===== src/rtl/cdc_2_phase_rx.sv =====
// Receive endpoint of a 2-phase (toggle) req/ack handshake in the destination clock domain.
// Synchronises the request, captures bundled data, and presents it on a valid/ready stream.
module cdc_2_phase_rx #(
    parameter int G_STAGES    = 2,
    parameter int G_WIDTH     = 4,
    parameter int G_CNT_WIDTH = 8
) (
    input  logic                   i_clk,
    input  logic                   i_rst_n,
    input  logic                   i_req,
    input  logic [G_WIDTH-1:0]     i_data,
    output logic                   o_ack,
    output logic                   o_valid,
    output logic [G_WIDTH-1:0]     o_data,
    input  logic                   i_ready,
    output logic [G_CNT_WIDTH-1:0] o_xfer_count,
    output logic                   o_overrun
);

    typedef enum logic {
        IDLE  = 1'b0,
        VALID = 1'b1
    } state_t;

    state_t              state;
    logic [G_STAGES-1:0] req_sync;
    logic                req_s;
    logic                req_s_d;
    logic                pending;

    assign req_s   = req_sync[G_STAGES-1];
    assign pending = req_s ^ o_ack;

    // i_req is only ever sampled here; everything downstream sees req_s
    always_ff @(posedge i_clk or negedge i_rst_n) begin
        if (!i_rst_n) begin
            req_sync <= '0;
        end else begin
            req_sync <= {req_sync[G_STAGES-2:0], i_req};
        end
    end

    always_ff @(posedge i_clk or negedge i_rst_n) begin
        if (!i_rst_n) begin
            state        <= IDLE;
            o_valid      <= 1'b0;
            o_data       <= '0;
            o_ack        <= 1'b0;
            o_xfer_count <= '0;
            o_overrun    <= 1'b0;
            req_s_d      <= 1'b0;
        end else begin
            req_s_d <= req_s;
            case (state)
                IDLE: begin
                    if (pending) begin
                        o_data  <= i_data;
                        o_valid <= 1'b1;
                        state   <= VALID;
                    end
                end
                VALID: begin
                    // sender toggled again before we acknowledged: protocol violation
                    if (req_s != req_s_d) begin
                        o_overrun <= 1'b1;
                    end
                    if (i_ready) begin
                        o_valid      <= 1'b0;
                        o_ack        <= ~o_ack;
                        o_xfer_count <= o_xfer_count + G_CNT_WIDTH'(1);
                        state        <= IDLE;
                    end
                end
                default: state <= IDLE;
            endcase
        end
    end

endmodule


===== config.mk =====
export PLATFORM = sky130hd
export DESIGN_NAME = cdc_2_phase_rx
export DESIGN_NICKNAME = d
export VERILOG_FILES = /design/src/rtl/cdc_2_phase_rx.sv
export SDC_FILE = /design/constraint.sdc
export NUM_CORES = 1
export LEC_CHECK = 0
export CELL_PAD_IN_SITES_DETAIL_PLACEMENT = 1
export CELL_PAD_IN_SITES_GLOBAL_PLACEMENT = 2
export CORE_ASPECT_RATIO = 1.5
export CORE_MARGIN = 4
export CORE_UTILIZATION = 29
export CTS_CLUSTER_SIZE = 28
export DETAILED_ROUTE_END_ITERATION = 10
export PLACE_DENSITY = 0.76
export SLEW_MARGIN = 10
export SYNTH_ARGS = -nofsm -noshare
export SYNTH_HDL_FRONTEND = slang
export SYNTH_SLANG_ARGS = --single-unit

===== constraint.sdc =====
create_clock -name i_clk -period 1.5 [get_ports i_clk]
set_input_delay 0.3 -clock i_clk [delete_from_list [all_inputs] [get_ports i_clk]]
set_output_delay 0.3 -clock i_clk [all_outputs]
set_load 0.005 [all_outputs]

* Word-level counts from Yosys, hierarchy flattened *
Index checks and enable logic that the tools add are counted.

storage, ports and cells
  register bits = 19
  output and inout port bits = 15

operators by class
  add/subtract/negate cells = 1
  equal/unequal tests = 3
  muxes and demuxes = 6
  bitwise gates (word level) = 3
  reduce and logical (&&, ||, !) cells = 4

operator list
  kind                                                           number
  8-bit by 1-bit adder with 8-bit output, second input constant  1
  2-bit AND reduction                                            4
  1-bit 2-to-1 mux                                               4
  2-bit != test, second input constant                           2
  1-bit case mux with 2 select lines                             2
  1-bit inverter                                                 2
  1-bit != test                                                  1
  1-bit bitwise XOR                                              1

* Longest topological paths before layout *
  word-level depth = 3
  depth in mapped cells = 4

* Worst setup path before layout *
OpenSTA, ideal clock, no wires.

  path type = reg2reg
  from = register o_ack
  to = register o_data[0]
  library setup time = 127 ps
  arrival time = 1,129 ps
  data required time = 1,373 ps
  path slack = 244 ps
  cell stages (with the launch flop) = 4
  period minus slack after synthesis = 1,256 ps
  path through = dfrtp_1 -> xor2_1 -> and2b_4 -> mux2_1

on the way
  word-level cells in the longest chain between the ends = 2

RTL lines
  what                           line  source
  from (decl)                    12    output logic o_ack,
  from (signal assigned)         69    o_ack <= ~o_ack;
  1-bit bitwise XOR              32    assign pending = req_s ^ o_ack;
  2-bit AND reduction (no line)  n/a
  to (signal assigned)           57    o_data <= i_data;
  to (decl)                      14    output logic [G_WIDTH-1:0] o_data,

Every way passes these cells.
A chain may end at the register's enable or synchronous reset.

* Final worst setup path *
  from = register o_xfer_count[2]
  to = output port o_xfer_count[2]

RTL lines
  what                    line  source
  from (decl)             16    output logic [G_CNT_WIDTH-1:0] o_xfer_count,
  from (signal assigned)  70    o_xfer_count <= o_xfer_count + G_CNT_WIDTH'(1);

No word-level cell between the ends.

==> flow_summary.ini <==
[setup_path]
ff2ff_path_depth = 4
startpoint_type = register
rrSetupSlack_ns = 0.11
crit_family = buffers and inverters
crit_buf_inv = 1
cp_cell_sequence = clkdlybuf4s50_1
crit_fanout = 2
cp_slowest_cell = clkdlybuf4s50_1
critPathKind = register to output pin
reg2reg_to = o_data[1]
arrival_ns = 1.16
worstPathRequired_ns = 1.20
r2r_start = o_ack
crit_path_max_incr_delay_ns = 0.50
crit_path_end_kind = output pin

[yosys]
synth_commonest_cells = dfrtp_1, xor2_1, mux2_1, nand2_1
postSynthCellCount = 53
yosysSeqAreaShare_pct = 62.8
syn_nets = 62
yosysMostFrequentCell = dfrtp_1
async_flop_share_pct = 100
synth_cell_types = 19
yosysTopAreaCell = dfrtp_1
yosys_warnings = 0
synth-main-ff-cell = dfrtp_1
synth_area_per_cell_um2 = 14.3
ys_top_cells_by_area = dfrtp_1, xor2_1, mux2_1
syn-cell-area_um2 = 757
synth_edf_count = 0
synth_seq_cells = 19
yosysTopAreaCellShare_pct = 62.8

[finish]
utilization_pct = 48.4
drive_above_1_share_pct = 30.2
finalNetCount = 106
area_growth_pct = 58.5
fillers = 259
n_antenna_cell = 0
seq_area_um2 = 475
multiInputGateArea_um2 = 285
layoutNonFillerInstCount = 120

[sta]
skew_ns = 0.00800
setup_viol = 0
rsz0062_at_grt = false
worst_pin_slew_ns = 0.246
holdWs_ns = 0.314
drv_slew = 0
fmax_ghz = 0.684
layout_min_cycle_time_ns = 1.46
slew_headroom_pct = 83.6
period_share_pct = 97.5
hold_viol = 0
fin_tns_setup_ns = 0

[route]
drtIter0Drc = 4
wl_um = 1620
routedWlPerCell_um = 13.5
route.detailed.drc = 0
via_count = 553
dr.pass1.iters = 3
viasPerCell = 4.61
ant_nets = 0

[die]
dieArea_um2 = 3510
std_cell_rows = 22
coreArea_um2 = 2480
io_pins = 23
die-width_um = 49.7
start_util_pct = 30.6
die_h_um = 70.6

[worst_hold_path]
min_path_type = primary input to asynchronous set/reset pin

[power]
p_int_mw = 1.45
pwr-share-clk_pct = 12.7
p_sw_share_pct = 31.4
leakage_nw = 0.681
total_power_mw = 2.11
peakVddDrop_mv = 0.705
seq_power_share_pct = 38.1
power_switching_uw = 661
pwr-share-comb_pct = 49.2
pwr_density_cell_nw_per_um2 = 1760

[grt]
grt_max_degree = 20
grt_overflow = 0
grt_pass1_wl_um = 2730
grt-busiest-layer = met2
use_met1_pct = 12.9
grt_usage_pct = 10.4
grtUsageMet2_pct = 15.2
antenna_found_initial = 0
first_global_vias = 556
grtUsageMet3_pct = 1.68

[place]
portBuffers = 22
gp_congestion = 0.654
place_inst = 102
hpwl_um = 1090

[flow_run]
cap_violations = 0

[clock_network]
clk_path_buf_depth = 2
tritoncts = yes
htreeDepth = 1
clkTransAtPathRegs_ns = 0.12
postCtsHoldBufs = 0
cts_root_buffer = clkbuf_4
worst_skew_pair.late_latency_ns = 0.30
numCtsBuffers = 3
clock_sinks = 19

[run_status]
outcome = finished clean
## routing by layer
layer / routed length (um) / vias to the layer above
li1: - / 262
met1: 675 / 265
met2: 807 / 21
met3: 78 / 5
met4: 63 / 0
met5: 0 / -
## placed cells by master, fill, tap and decap left out
master           count
xor2_1               6
o21a_1               1
clkbuf_4             3
mux2_1               4
nand3_2              1
ha_1                 1
xor2_2               1
nand2_4              1
clkdlybuf4s50_1     10
dfrtp_1             19
nor3_2               1
nand2_1              4
mux2_2               1
clkinv_2             1
and2b_4              1
a21o_2               1
nor3_1               1
xnor2_1              3
nand3_1              1
nor4_4               1
o22ai_1              1
buf_4               17
inv_1                1
nor2_1               3
dlymetal6s2s_1      12
## layout make-up
cell class / count / area share [%]
well taps: 24 / 2.50
clock inverters: 1 / 0.417
repair buffers: 39 / 31.5
flip-flops and latches: 19 / 39.6
multi-input cells: 33 / 23.8
inverters: 1 / 0.313
clock buffers: 3 / 1.88
## sequential cells by signal, indices dropped and copies added, names as in the netlist
register	count
o_ack	1
o_data	4
o_overrun	1
o_valid	1
o_xfer_count	8
req_s_d	1
req_sync	2
state	1
## worst max-delay path by stage
stage                          startpoint              end  cells past startpoint
after floorplan                     o_ack        o_data[0]                      3
after global placement            i_ready  o_xfer_count[7]                      4
after detailed placement          i_ready  o_xfer_count[7]                      4
after CTS                       o_data[0]        o_data[0]                      1
after global routing            o_data[1]        o_data[1]                      1
final                     o_xfer_count[2]  o_xfer_count[2]                      1
## power by group through the flow
stage	sequential, mW	clock, mW	combinational, mW
after floorplan	0.880	0	0.317
after global placement	0.889	0	0.751
after detailed placement	0.897	0	0.762
after CTS	0.809	0.271	1.00
after global routing	0.834	0.298	1.13
final	0.803	0.267	1.04
## through the flow
stage	area (um2)	setup WS, ns
after floorplan	757	0.244
after global placement	1030	0.0300
after detailed placement	1030	-0.00471
after CTS	1130	0.00847
after global routing	1200	0.00233
final	1200	0.0381
## cells by family after synthesis
logic type / Yosys count / synth area share, %
DFF: 19 / 62.8
and+or+nand+nor: 14 / 13.1
xor gates and xnor gates: 10 / 11.6
muxes: 5 / 7.44
AOI/OAI and AO/OA: 3 / 2.98
buffers and inverters: 1 / 0.495
adders and majority gates: 1 / 1.65
## repair_timing
| action | CTS | global route |
|---|---|---|
| gates cloned | 0 | 0 |
| gates resized for setup | 0 | 13 |
| endpoints found under the setup margin | 10 | 15 |
| setup buffers | 10 | 4 |
| hold endpoints to repair | 0 | 0 |
Power figures use the tool's default switching activity.
